## src/rtl/texture_block_fetch.sv

```systemverilog
// texture_block_fetch
// Fetches one 4x4 RGB565 texel block (16 words) from texture memory as a
// single 16-beat burst and presents it as a 256-bit block word together with
// the tag of the request that produced it. One block in flight at a time;
// the assembled block is held until the consumer accepts it.
module texture_block_fetch #(
    parameter int ADDR_W = 24,
    parameter int TAG_W  = 8
) (
    input  logic              clk,
    input  logic              rst_n,
    input  logic              req_valid,
    output logic              req_ready,
    input  logic [ADDR_W-1:0] req_addr,
    input  logic [TAG_W-1:0]  req_tag,
    output logic              mem_req,
    output logic [ADDR_W-1:0] mem_addr,
    input  logic              mem_ack,
    input  logic              mem_rvalid,
    input  logic [15:0]       mem_rdata,
    output logic              block_valid,
    input  logic              block_ready,
    output logic [255:0]      block_data,
    output logic [TAG_W-1:0]  block_tag,
    output logic              busy
);

    typedef enum logic [1:0] {
        IDLE    = 2'd0,
        ISSUE   = 2'd1,
        COLLECT = 2'd2,
        DONE    = 2'd3
    } state_t;

    state_t            state_reg;
    state_t            state_next;
    logic [ADDR_W-1:0] base_reg;
    logic [TAG_W-1:0]  tag_reg;
    logic [3:0]        cnt_reg;
    logic [15:0]       texel_reg [16];

    logic accept;
    logic beat;
    logic last_beat;

    // The block base is always 16-word aligned, so the low address bits of
    // the request carry no information and are dropped here.
    logic unused_addr_bits;
    assign unused_addr_bits = &{1'b0, req_addr[3:0]};

    assign accept    = (state_reg == IDLE) && req_valid;
    // Beats only count while collecting; anything arriving elsewhere is stray.
    assign beat      = (state_reg == COLLECT) && mem_rvalid;
    assign last_beat = beat && (cnt_reg == 4'd15);

    // State register
    always_ff @(posedge clk or negedge rst_n) begin
        if (!rst_n) begin
            state_reg <= IDLE;
        end else begin
            state_reg <= state_next;
        end
    end

    // Next-state decode
    always_comb begin
        state_next = state_reg;
        unique case (state_reg)
            IDLE: begin
                if (req_valid) begin
                    state_next = ISSUE;
                end
            end
            ISSUE: begin
                if (mem_ack) begin
                    state_next = COLLECT;
                end
            end
            COLLECT: begin
                if (last_beat) begin
                    state_next = DONE;
                end
            end
            DONE: begin
                if (block_ready) begin
                    state_next = IDLE;
                end
            end
            default: begin
                state_next = IDLE;
            end
        endcase
    end

    // Capture aligned base address and tag when a request is accepted
    always_ff @(posedge clk or negedge rst_n) begin
        if (!rst_n) begin
            base_reg <= '0;
            tag_reg  <= '0;
        end else if (accept) begin
            base_reg <= {req_addr[ADDR_W-1:4], 4'b0000};
            tag_reg  <= req_tag;
        end
    end

    // Beat counter: cleared when the burst is granted, steps per valid beat
    always_ff @(posedge clk or negedge rst_n) begin
        if (!rst_n) begin
            cnt_reg <= 4'd0;
        end else if ((state_reg == ISSUE) && mem_ack) begin
            cnt_reg <= 4'd0;
        end else if (beat) begin
            cnt_reg <= cnt_reg + 4'd1;
        end
    end

    // One 16-bit lane register per texel; lane gi loads on the beat whose
    // count matches its index, so the block assembles in row-major order.
    generate
        for (genvar gi = 0; gi < 16; gi++) begin : g_lane
            // Load texel gi from its beat
            always_ff @(posedge clk or negedge rst_n) begin
                if (!rst_n) begin
                    texel_reg[gi] <= 16'h0000;
                end else if (beat && (cnt_reg == 4'(gi))) begin
                    texel_reg[gi] <= mem_rdata;
                end
            end

            assign block_data[16*gi +: 16] = texel_reg[gi];
        end
    endgenerate

    // All handshake outputs decode directly from the state register, so no
    // input reaches an output combinationally.
    assign req_ready   = (state_reg == IDLE);
    assign mem_req     = (state_reg == ISSUE);
    assign mem_addr    = base_reg;
    assign block_valid = (state_reg == DONE);
    assign block_tag   = tag_reg;
    assign busy        = (state_reg != IDLE);

endmodule

```

## config.mk

```make
export PLATFORM = sky130hd
export DESIGN_NAME = texture_block_fetch
export DESIGN_NICKNAME = d
export VERILOG_FILES = /design/src/rtl/texture_block_fetch.sv
export SDC_FILE = /design/constraint.sdc
export NUM_CORES = 1
export LEC_CHECK = 0
export CORE_MARGIN = 1
export CORE_UTILIZATION = 34
export DETAILED_ROUTE_END_ITERATION = 10
export GPL_TIMING_DRIVEN = 0
export PLACE_DENSITY = 0.59
export SLEW_MARGIN = 20
export SYNTH_ARGS = -nofsm -noshare
export SYNTH_HDL_FRONTEND = slang
export SYNTH_SLANG_ARGS = --single-unit
```

## constraint.sdc

```tcl
create_clock -name clk -period 2.5 [get_ports clk]
set_clock_uncertainty 0.05 [all_clocks]
set_input_delay 0.75 -clock clk [delete_from_list [all_inputs] [get_ports clk]]
set_output_delay 0.75 -clock clk [all_outputs]
set_load 0.03 [all_outputs]
```

==> qor.yml, run 1 <==
logic_synthesis:
  yosysSeqAreaShare_pct: 64.1
  syn_inst: 677
  synth_seq_cells: 290
  syn_area_per_cell_um2: 16.7
  yosysUniqueCellTypes: 35
  yosys-top-cells-area: "dfrtp_1 (64%), mux2_2 (26%), mux2_4 (2.7%)"
  yosys.area.top_type_share_pct: 64.1
  ys_warn_count: 0
  netlist_area_um2: 11300
  synth_top_area_cell: "dfrtp_1"
sta:
  finalSetupViolCount: 0
  rsz0062_at_grt: "yes"
  maxSlewViolCount: 0
  fmax_ghz: 0.408
  setup_tns_ns: 0
  hold_violations: 0
  final.period_utilization_pct: 97.9
  relSlewSlack_pct: 47.2
  worst_slew_pin_slew_ns: 0.791
  holdWs_ns: 0.0646
  period_needed_ns: 2.45
global_route:
  grt_first_pass_wirelength_um: 48200
  grt_max_degree: 90
  grt_usage_pct: 18.8
  overflow: 0
  antenna_found_initial: 0
  grt_pass1_vias: 7577
worst_setup_path:
  critical_path.max_stage_delay_ns: 0.75
  arrival_ns: 1.65
  crit_buf_inv: 1
  cp-start-kind: "register"
  reg2reg_depth: 7
  endpoint_kind: "output pin"
  ff2ff_setup_slack_ns: 0.16
  reg2reg_from: "state_reg[0]"
  timing.rr.end: "block_data[94]"
  crit_chain: "clkdlybuf4s50_1"
  cp_top_family: "buffers and inverters"
  cp_data_required_time_ns: 1.70
  crit_type: "register to output pin"
  cpMaxStageDelayCell: "clkdlybuf4s50_1"
  path_max_fanout: 2
job:
  maxCapViolCount: 0
finish:
  largest_reg_flops: 256
  final_common_cell: "clkdlybuf4s50_1"
  mostFrequentLayoutCells: "clkdlybuf4s50_1 (331), dfrtp_1 (290), mux2_2 (262)"
  fin_area_um2: 16300
  nets: 1114
  diodes: 0
  layout-drive-gt1-share_pct: 35.6
  final_core_util_pct: 50.0
  area_delta_synth_final_pct: 44.2
floorplan:
  core_area_um2: 32600
  die-area_um2: 34000
  rows: 66
  pin_count: 346
  die_w_um: 184
  initial_core_util_pct: 34.7
  die_h_um: 184
route:
  drc: 0
  first_iter_violations: 262
  postRouteAntennaNets: 0
  num_vias: 7000
  wirelength_um: 31500
  viasPerCell: 4.62
  routedWlPerCell_um: 20.8
  first_pass_iters: 4
clock_network:
  clockRootBuffer: "clkbuf_16"
  clock_sinks: 290
  cts_tree: "built"
  worst_skew_pair.late_latency_ns: 0.55
  cts_setup_buffers: 0
  clockBufferDepth: 3
  clkTransAtPathRegs_ns: 0.06
  htree_levels: 1
  holdBufCountCts: 0
  cts_buffers: 31
power_and_ir_drop:
  p_int_w: 0.0115
  p_leak_nw: 7.47
  p_sw_share_pct: 35.2
  p_sw_w: 0.00625
  p_clk_share_pct: 24.5
  p_comb_share_pct: 39.3
  pwr-share-seq_pct: 36.2
  powerDensity_nw_per_um2: 1090
  ir_worst_vdd_mv: 0.646
place:
  place_area_um2: 15300
  io_buffers: 336
  gp_congestion: 0.724
  dp_hpwl_um: 21800
worst_hold_path:
  min_path_type: "primary input to asynchronous set/reset pin"
outcome:
  outcome: "finished clean"
-- synthesized netlist by cell type, drive strengths merged --
cell type and count:
nor3 3, a21oi 3, o21a 1, xnor2 1, nand4 1, buf 23
mux2 285, nand2 7, nand2b 1, conb 1, or4 1, nand3b 2
or3 1, xor2 1, mux2i 1, or3b 1, clkbuf 18, ha 8
o21ai 1, dfrtp 290, nor2 13, a22oi 1, nor2b 3, nand3 4
inv 5, a2111oi 1
-- cell type report --
type | count | area [µm²]
plain buffers | 41 | 274
well taps | 442 | 553
repair buffers | 339 | 3450
inverters | 5 | 18.8
multi-input cells | 344 | 3810
flip-flops and latches | 290 | 7260
fillers | 2867 | 16300
clock buffers | 47 | 926
clock inverters | 7 | 35.0
-- power by group through the flow --
stage | Combinational [W] | Clock [W] | Sequential, W
2_1_floorplan | 0.00183 | 0 | 0.00866
3_3_place_gp | 0.00699 | 0 | 0.00648
3_5_place_dp | 0.00703 | 0 | 0.00650
4_1_cts | 0.00705 | 0.00449 | 0.00644
5_1_grt | 0.00734 | 0.00468 | 0.00659
6_report | 0.00698 | 0.00434 | 0.00643
-- what timing repair did --
item / 4_1_cts / 5_1_grt
gates cloned: 0 / 0
setup endpoints to repair: 4 / 42
gates resized for setup: 11 / 8
-- per-stage QoR --
stage               worst slack (ns)  power (W)  cells
floorplan                      0.343     0.0105    680
global placement              -12.48     0.0135   1458
detailed placement            -0.184     0.0135   1461
CTS                           0.0212     0.0180   1515
global route                 -0.0270     0.0186   1515
finish                        0.0514     0.0178   1515
-- worst max path at each step --
stage,cells past startpoint,start,endpoint,slack [ns]
after floorplan,5,mem_rvalid,block_data[10],0.34
after global placement,1,rst_n,mem_addr[13],-12.48
after detailed placement,4,req_valid,mem_addr[21],-0.18
after CTS,4,state_reg[0],busy,0.02
after global routing,4,state_reg[1],busy,-0.03
final,1,block_data[138],block_data[138],0.05
-- cells by family (layout without fill, tap and decap cells) --
kind of cell	Yosys count	after routing	share of synthesized area (%)
mux	286	286	29.1
flops	290	290	64.1
simple gates	37	37	2.71
other cells	1	4	0.0331
fa+ha+maj	8	8	0.884
xor+xnor	2	2	0.155
buf+inv	46	439	2.59
compound gates	7	7	0.442
-- per-layer routing --
metal  part of all wire, %  global-route usage [%]  vias up  wire (µm)
li1                      -                       -     3121          -
met1                    43                    24.8     3579      13500
met2                    46                    30.0      257      14500
met3                   9.1                    6.11       43       2870
met4                   1.7                    3.93        0        538
met5                     0                       0        -          0
No activity file was read; power rests on OpenSTA's default activity.
==> run 2: changes to the inputs <==
--- a/config.mk
+++ b/config.mk
@@ -10,6 +10,7 @@
 export DETAILED_ROUTE_END_ITERATION = 10
 export GPL_TIMING_DRIVEN = 0
 export PLACE_DENSITY = 0.59
+export SKIP_CTS_REPAIR_TIMING = 1
 export SLEW_MARGIN = 20
 export SYNTH_ARGS = -nofsm -noshare
 export SYNTH_HDL_FRONTEND = slang
==> qor.yml, run 2 (same netlist as run 1, synthesis figures left out) <==
floorplan:
  die_w_um: 184  # unchanged
  initial_core_util_pct: 34.7  # unchanged
  die-area_um2: 34000  # unchanged
  die_h_um: 184  # unchanged
  rows: 66  # unchanged
  pin_count: 346  # unchanged
  core_area_um2: 32600  # unchanged
global_route:
  overflow: 0  # unchanged
  grt_max_degree: 90  # unchanged
  grt_usage_pct: 18.8  # about the same
  grt_first_pass_wirelength_um: 48200  # about the same
  grt_pass1_vias: 7577  # unchanged
  antenna_found_initial: 0  # unchanged
route:
  drc: 0  # unchanged
  routedWlPerCell_um: 20.8  # about the same
  viasPerCell: 4.62  # about the same
  postRouteAntennaNets: 0  # unchanged
  first_iter_violations: 263  # +0.38%
  wirelength_um: 31500  # about the same
  first_pass_iters: 4  # unchanged
  num_vias: 7002  # +0.029%
finish:
  final_cells: 1515  # unchanged
  layout-drive-gt1-share_pct: 35.4  # -0.19 points
  final_common_cell: "clkdlybuf4s50_1"
  diodes: 0  # unchanged
  fill_cells: 2868  # +0.035%
  area_delta_synth_final_pct: 44.1  # about the same
  register_area_um2: 7260  # unchanged
  nets: 1114  # unchanged
  multiInputGateArea_um2: 3810  # -0.13%
  largest_reg_flops: 256  # unchanged
  final_core_util_pct: 50.0  # about the same
  mostFrequentLayoutCells: "clkdlybuf4s50_1 (331), dfrtp_1 (290), mux2_2 (262)"
  fin_area_um2: 16300  # about the same
power_and_ir_drop:
  p_clk_share_pct: 24.5  # about the same
  p_sw_w: 0.00625  # about the same
  p_leak_nw: 7.48  # +0.17%
  p_comb_share_pct: 39.3  # about the same
  ir_worst_vdd_mv: 0.646  # about the same
  powerDensity_nw_per_um2: 1090  # about the same
  p_sw_share_pct: 35.2  # about the same
  p_int_w: 0.0115  # -0.12%
  pwr-share-seq_pct: 36.3  # about the same
worst_hold_path:
  min_path_type: "primary input to asynchronous set/reset pin"
sta:
  hold_violations: 0  # unchanged
  maxSlewViolCount: 0  # unchanged
  final.period_utilization_pct: 97.9  # about the same
  worst_slew_pin_slew_ns: 0.791  # -0.000310 ns
  period_needed_ns: 2.45  # -0.000307 ns
  finalSetupViolCount: 0  # unchanged
  setup_tns_ns: 0  # unchanged
  relSlewSlack_pct: 47.3  # about the same
  rsz0062_at_grt: "yes"
  fmax_ghz: 0.408  # about the same
place:
  gp_congestion: 0.724  # unchanged
  io_buffers: 336  # unchanged
  dp_hpwl_um: 21800  # unchanged
  place_area_um2: 15300  # unchanged
  placed_cells: 1461  # unchanged
worst_setup_path:
  crit_buf_inv: 1  # unchanged
  cpMaxStageDelayCell: "clkdlybuf4s50_1"
  critical_path.max_stage_delay_ns: 0.75  # about the same
  crit_chain: "clkdlybuf4s50_1"
  endpoint_kind: "output pin"
  crit_type: "register to output pin"
  path_max_fanout: 2  # unchanged
  cp-start-kind: "register"
  arrival_ns: 1.65  # about the same
  cp_top_family: "buffers and inverters"
  cp_data_required_time_ns: 1.70  # about the same
clock_network:
  clkTransAtPathRegs_ns: 0.06  # about the same
  clock_sinks: 290  # unchanged
  htree_levels: 1  # unchanged
  cts_tree: "built"
  clockBufferDepth: 3  # unchanged
  cts_buffers: 31  # unchanged
  clockRootBuffer: "clkbuf_16"
  worst_skew_pair.late_latency_ns: 0.55  # about the same
job:
  maxCapViolCount: 0  # unchanged
outcome:
  outcome: "finished clean"
run 2: cell count changes in the layout (fill, tap and decap cells not counted), sizes merged:
cell           before  now
clkbuf             65   68
clkdlybuf4s15       2    0
buf                28   27
dlygate4sd2         1    0
dlymetal6s2s        0    1
run 2: cell type report:
type	instances	area share (%)
well taps	442	3.39
inverters	5	0.115
flip-flops and latches	290	44.5
clock inverters	7	0.215
plain buffers	41	1.68
multi-input cells	344	23.4
clock buffers	47	5.68
repair buffers	339	21.1
run 2: worst register-to-register path, cell delays in order, from the launching register on:
cell,delay [ns]
dfrtp_1,0.41
inv_1,0.09
ha_1,0.14
buf_4,0.19
nand2_2,0.18
nor2_2,0.48
buf_4,0.31
mux2_2,0.36
run 2: final timing paths:
path                                    to  slack, ns  cells past startpoint            start
min reg2reg                 block_data[16]       0.44                      1   block_data[16]
max in group asynchronous   block_data[75]       1.15                      3            rst_n
min in group clk            block_data[16]       0.44                      1   block_data[16]
max                        block_data[138]       0.05                      1  block_data[138]
min                          block_data[9]       0.06                      1            rst_n
max reg2reg                 block_data[94]       0.17                      7     state_reg[0]
run 2: per-stage QoR:
stage	setup WS [ns]	hold slack [ns]	total power (W)
2_1_floorplan	0.343	0.404	0.0105
3_3_place_gp	-12.48	0.417	0.0135
4_1_cts	-0.414	0.0486	0.0180
6_report	0.0517	0.0646	0.0177
5_1_grt	-0.00689	0.0677	0.0186
3_5_place_dp	-0.184	0.432	0.0135
run 2: power by group through the flow:
stage,Sequential [W],Clock (W),Combinational [W]
6_report,0.00643,0.00434,0.00696
5_1_grt,0.00659,0.00468,0.00732
4_1_cts,0.00644,0.00449,0.00706
3_5_place_dp,0.00650,0,0.00703
3_3_place_gp,0.00648,0,0.00699
2_1_floorplan,0.00866,0,0.00183
run 2: layer usage:
metal  share of wire [%]  vias up  global-route usage [%]
li1                    -     3122                       -
met1                  43     3580                    24.8
met3                 9.1       43                    6.15
met2                  46      257                    30.0
met5                   0        -                       0
met4                 1.7        0                    3.93
==> run 3: changes to the inputs <==
--- a/config.mk
+++ b/config.mk
@@ -9,7 +9,7 @@
 export CORE_UTILIZATION = 34
 export DETAILED_ROUTE_END_ITERATION = 10
 export GPL_TIMING_DRIVEN = 0
-export PLACE_DENSITY = 0.59
+export PLACE_DENSITY = 0.62
 export SKIP_CTS_REPAIR_TIMING = 1
 export SLEW_MARGIN = 20
 export SYNTH_ARGS = -nofsm -noshare
==> constraint.sdc (replaced) <==
create_clock -name clk -period 2.1 [get_ports clk]
set_clock_uncertainty 0.05 [all_clocks]
set_input_delay 0.63 -clock clk [delete_from_list [all_inputs] [get_ports clk]]
set_output_delay 0.63 -clock clk [all_outputs]
set_load 0.03 [all_outputs]
==> qor.yml, run 3 (same netlist as run 1, synthesis figures left out) <==
outcome:
  outcome: "complete, but fails checks"
  violations: "setup timing"
worst_setup_path:
  cpMaxStageDelayCell: "dfrtp_1"
  crit_type: "register to output pin"
  ff2ff_setup_slack_ns: 0.02  # -0.15 ns
  cp_data_required_time_ns: 1.42  # -0.28 ns
  reg2reg_depth: 8  # +1
  reg2reg_from: "state_reg[0]"
  arrival_ns: 1.42  # -0.23 ns
  critical_path.max_stage_delay_ns: 0.41  # -0.34 ns
  cp-start-kind: "register"
  crit_chain: "inv_2 > ha_2 > buf_4"
  endpoint_kind: "output pin"
  timing.rr.end: "block_data[153]"
  cp-startpoint: "state_reg[1]"
  cp-endpoint: "mem_req"
  path_max_fanout: 6  # +4
finish:
  layout-drive-gt1-share_pct: 39.8  # +4.4 points
  fin_area_um2: 17800  # +8.9%
  area_delta_synth_final_pct: 56.8
  final_common_cell: "dfrtp_1"
  nets: 1174  # +5.4%
  fill_cells: 2679  # -6.6%
  largest_reg_flops: 256  # unchanged
  mostFrequentLayoutCells: "dfrtp_1 (290), dlymetal6s2s_1 (284), mux2_2 (261)"
  diodes: 0  # unchanged
floorplan:
  pin_count: 346  # unchanged
  rows: 66  # unchanged
  core_area_um2: 32600  # unchanged
  die_w_um: 184  # unchanged
  die-area_um2: 34000  # unchanged
  die_h_um: 184  # unchanged
  initial_core_util_pct: 34.7  # unchanged
clock_network:
  clock_sinks: 290  # unchanged
  clockRootBuffer: "clkbuf_16"
  cts_buffers: 34  # +9.7%
  worst_skew_pair.late_latency_ns: 0.49  # -0.06 ns
  cts_tree: "built"
  clkTransAtPathRegs_ns: 0.05  # about the same
  htree_levels: 2  # +1
  clockBufferDepth: 3  # unchanged
sta:
  maxSlewViolCount: 0  # unchanged
  worst_slew_pin_slew_ns: 0.749  # -0.0418 ns
  period_needed_ns: 2.10
  fmax_ghz: 0.476
  holdWs_ns: 0.00703  # -0.0576 ns
  finalSetupViolCount: 1  # +1
  rsz0062_at_grt: "yes"
  relSlewSlack_pct: 50.0  # +2.8 points
  final.period_utilization_pct: 100
  layout_setup_ws_ns: -0.00128  # -0.0530 ns
  hold_violations: 0  # unchanged
global_route:
  antenna_found_initial: 0  # unchanged
  overflow: 0  # unchanged
  grt_usage_pct: 18.4  # -0.40 points
  grt_max_degree: 86  # -4.4%
  grt_first_pass_wirelength_um: 46900  # -2.6%
  grt_pass1_vias: 7519  # -0.77%
power_and_ir_drop:
  powerDensity_nw_per_um2: 1220  # +12%
  ir_worst_vdd_mv: 0.961  # +49%
  p_leak_nw: 12.5  # +67%
route:
  first_pass_iters: 4  # unchanged
  viasPerCell: 4.63  # +0.28%
  wirelength_um: 32000  # +1.7%
  drc: 0  # unchanged
  postRouteAntennaNets: 0  # unchanged
  routedWlPerCell_um: 20.3  # -2.3%
  num_vias: 7309  # +4.4%
  first_iter_violations: 246  # -6.5%
place:
  place_area_um2: 15300  # unchanged
  gp_congestion: 0.733  # +1.2%
  io_buffers: 336  # unchanged
  dp_hpwl_um: 21900  # +0.22%
worst_hold_path:
  min_path_type: "primary input to asynchronous set/reset pin"
job:
  maxCapViolCount: 0  # unchanged
run 3: report_power, final:
part / leakage, nW / internal, W / total [W] / switching [W]
sequential: 3.87 / 0.00694 / 0.00763 / 0.000682
clock: 0.563 / 0.00363 / 0.00583 / 0.00220
combinational: 8.05 / 0.00365 / 0.00827 / 0.00461
run 3: through the flow:
| step | power [W] | util [%] | setup TNS, ns | instances | setup WS (ns) |
|---|---|---|---|---|---|
| floorplan | 0.0125 | - | 0 | 680 | 0.0626 |
| global placement | 0.0160 | 46.8 | -3683.83 | 1458 | -12.58 |
| detailed placement | 0.0161 | 47.0 | -45.38 | 1461 | -0.454 |
| CTS | 0.0221 | 50.5 | -73.58 | 1520 | -0.598 |
| global route | 0.0227 | 54.4 | -0.446 | 1577 | -0.0813 |
| finish | 0.0217 | 54.4 | -0.00128 | 1577 | -0.00128 |
run 3: worst min path at each step:
stage / startpoint / cells after the start / end / slack, ns
final: rst_n / 1 / block_data[107] / 0.007
after detailed placement: block_data[23] / 1 / block_data[23] / 0.42
after global routing: rst_n / 1 / block_data[107] / 0.02
after global placement: block_data[16] / 1 / block_data[16] / 0.42
after floorplan: rst_n / 0 / block_data[0] / 0.28
after CTS: rst_n / 1 / block_data[152] / 0.007
run 3: area by class of cell:
class	count	area [µm²]	share of cell area, %
Clock buffer	53	1080	6.06
Clock inverter	6	55.1	0.310
Sequential cell	290	7260	40.9
Timing Repair Buffer	397	4620	26.0
Inverter	5	18.8	0.106
Buffer	40	305	1.72
Multi-Input combinational cell	344	3870	21.8
Tap cell	442	553	3.11
run 3: critical path: cells and delay by family (launching register included):
family / cells / cell delay, ns
flip-flops: 1 / 0.41
buffers and inverters: 2 / 0.27
adder cells (fa/ha/maj): 1 / 0.24
run 3: per-layer routing:
layer	global-route usage (%)	share of wire [%]
met5	0	0
met4	3.97	1.2
met3	6.36	9.0
met2	29.8	48
met1	23.7	42
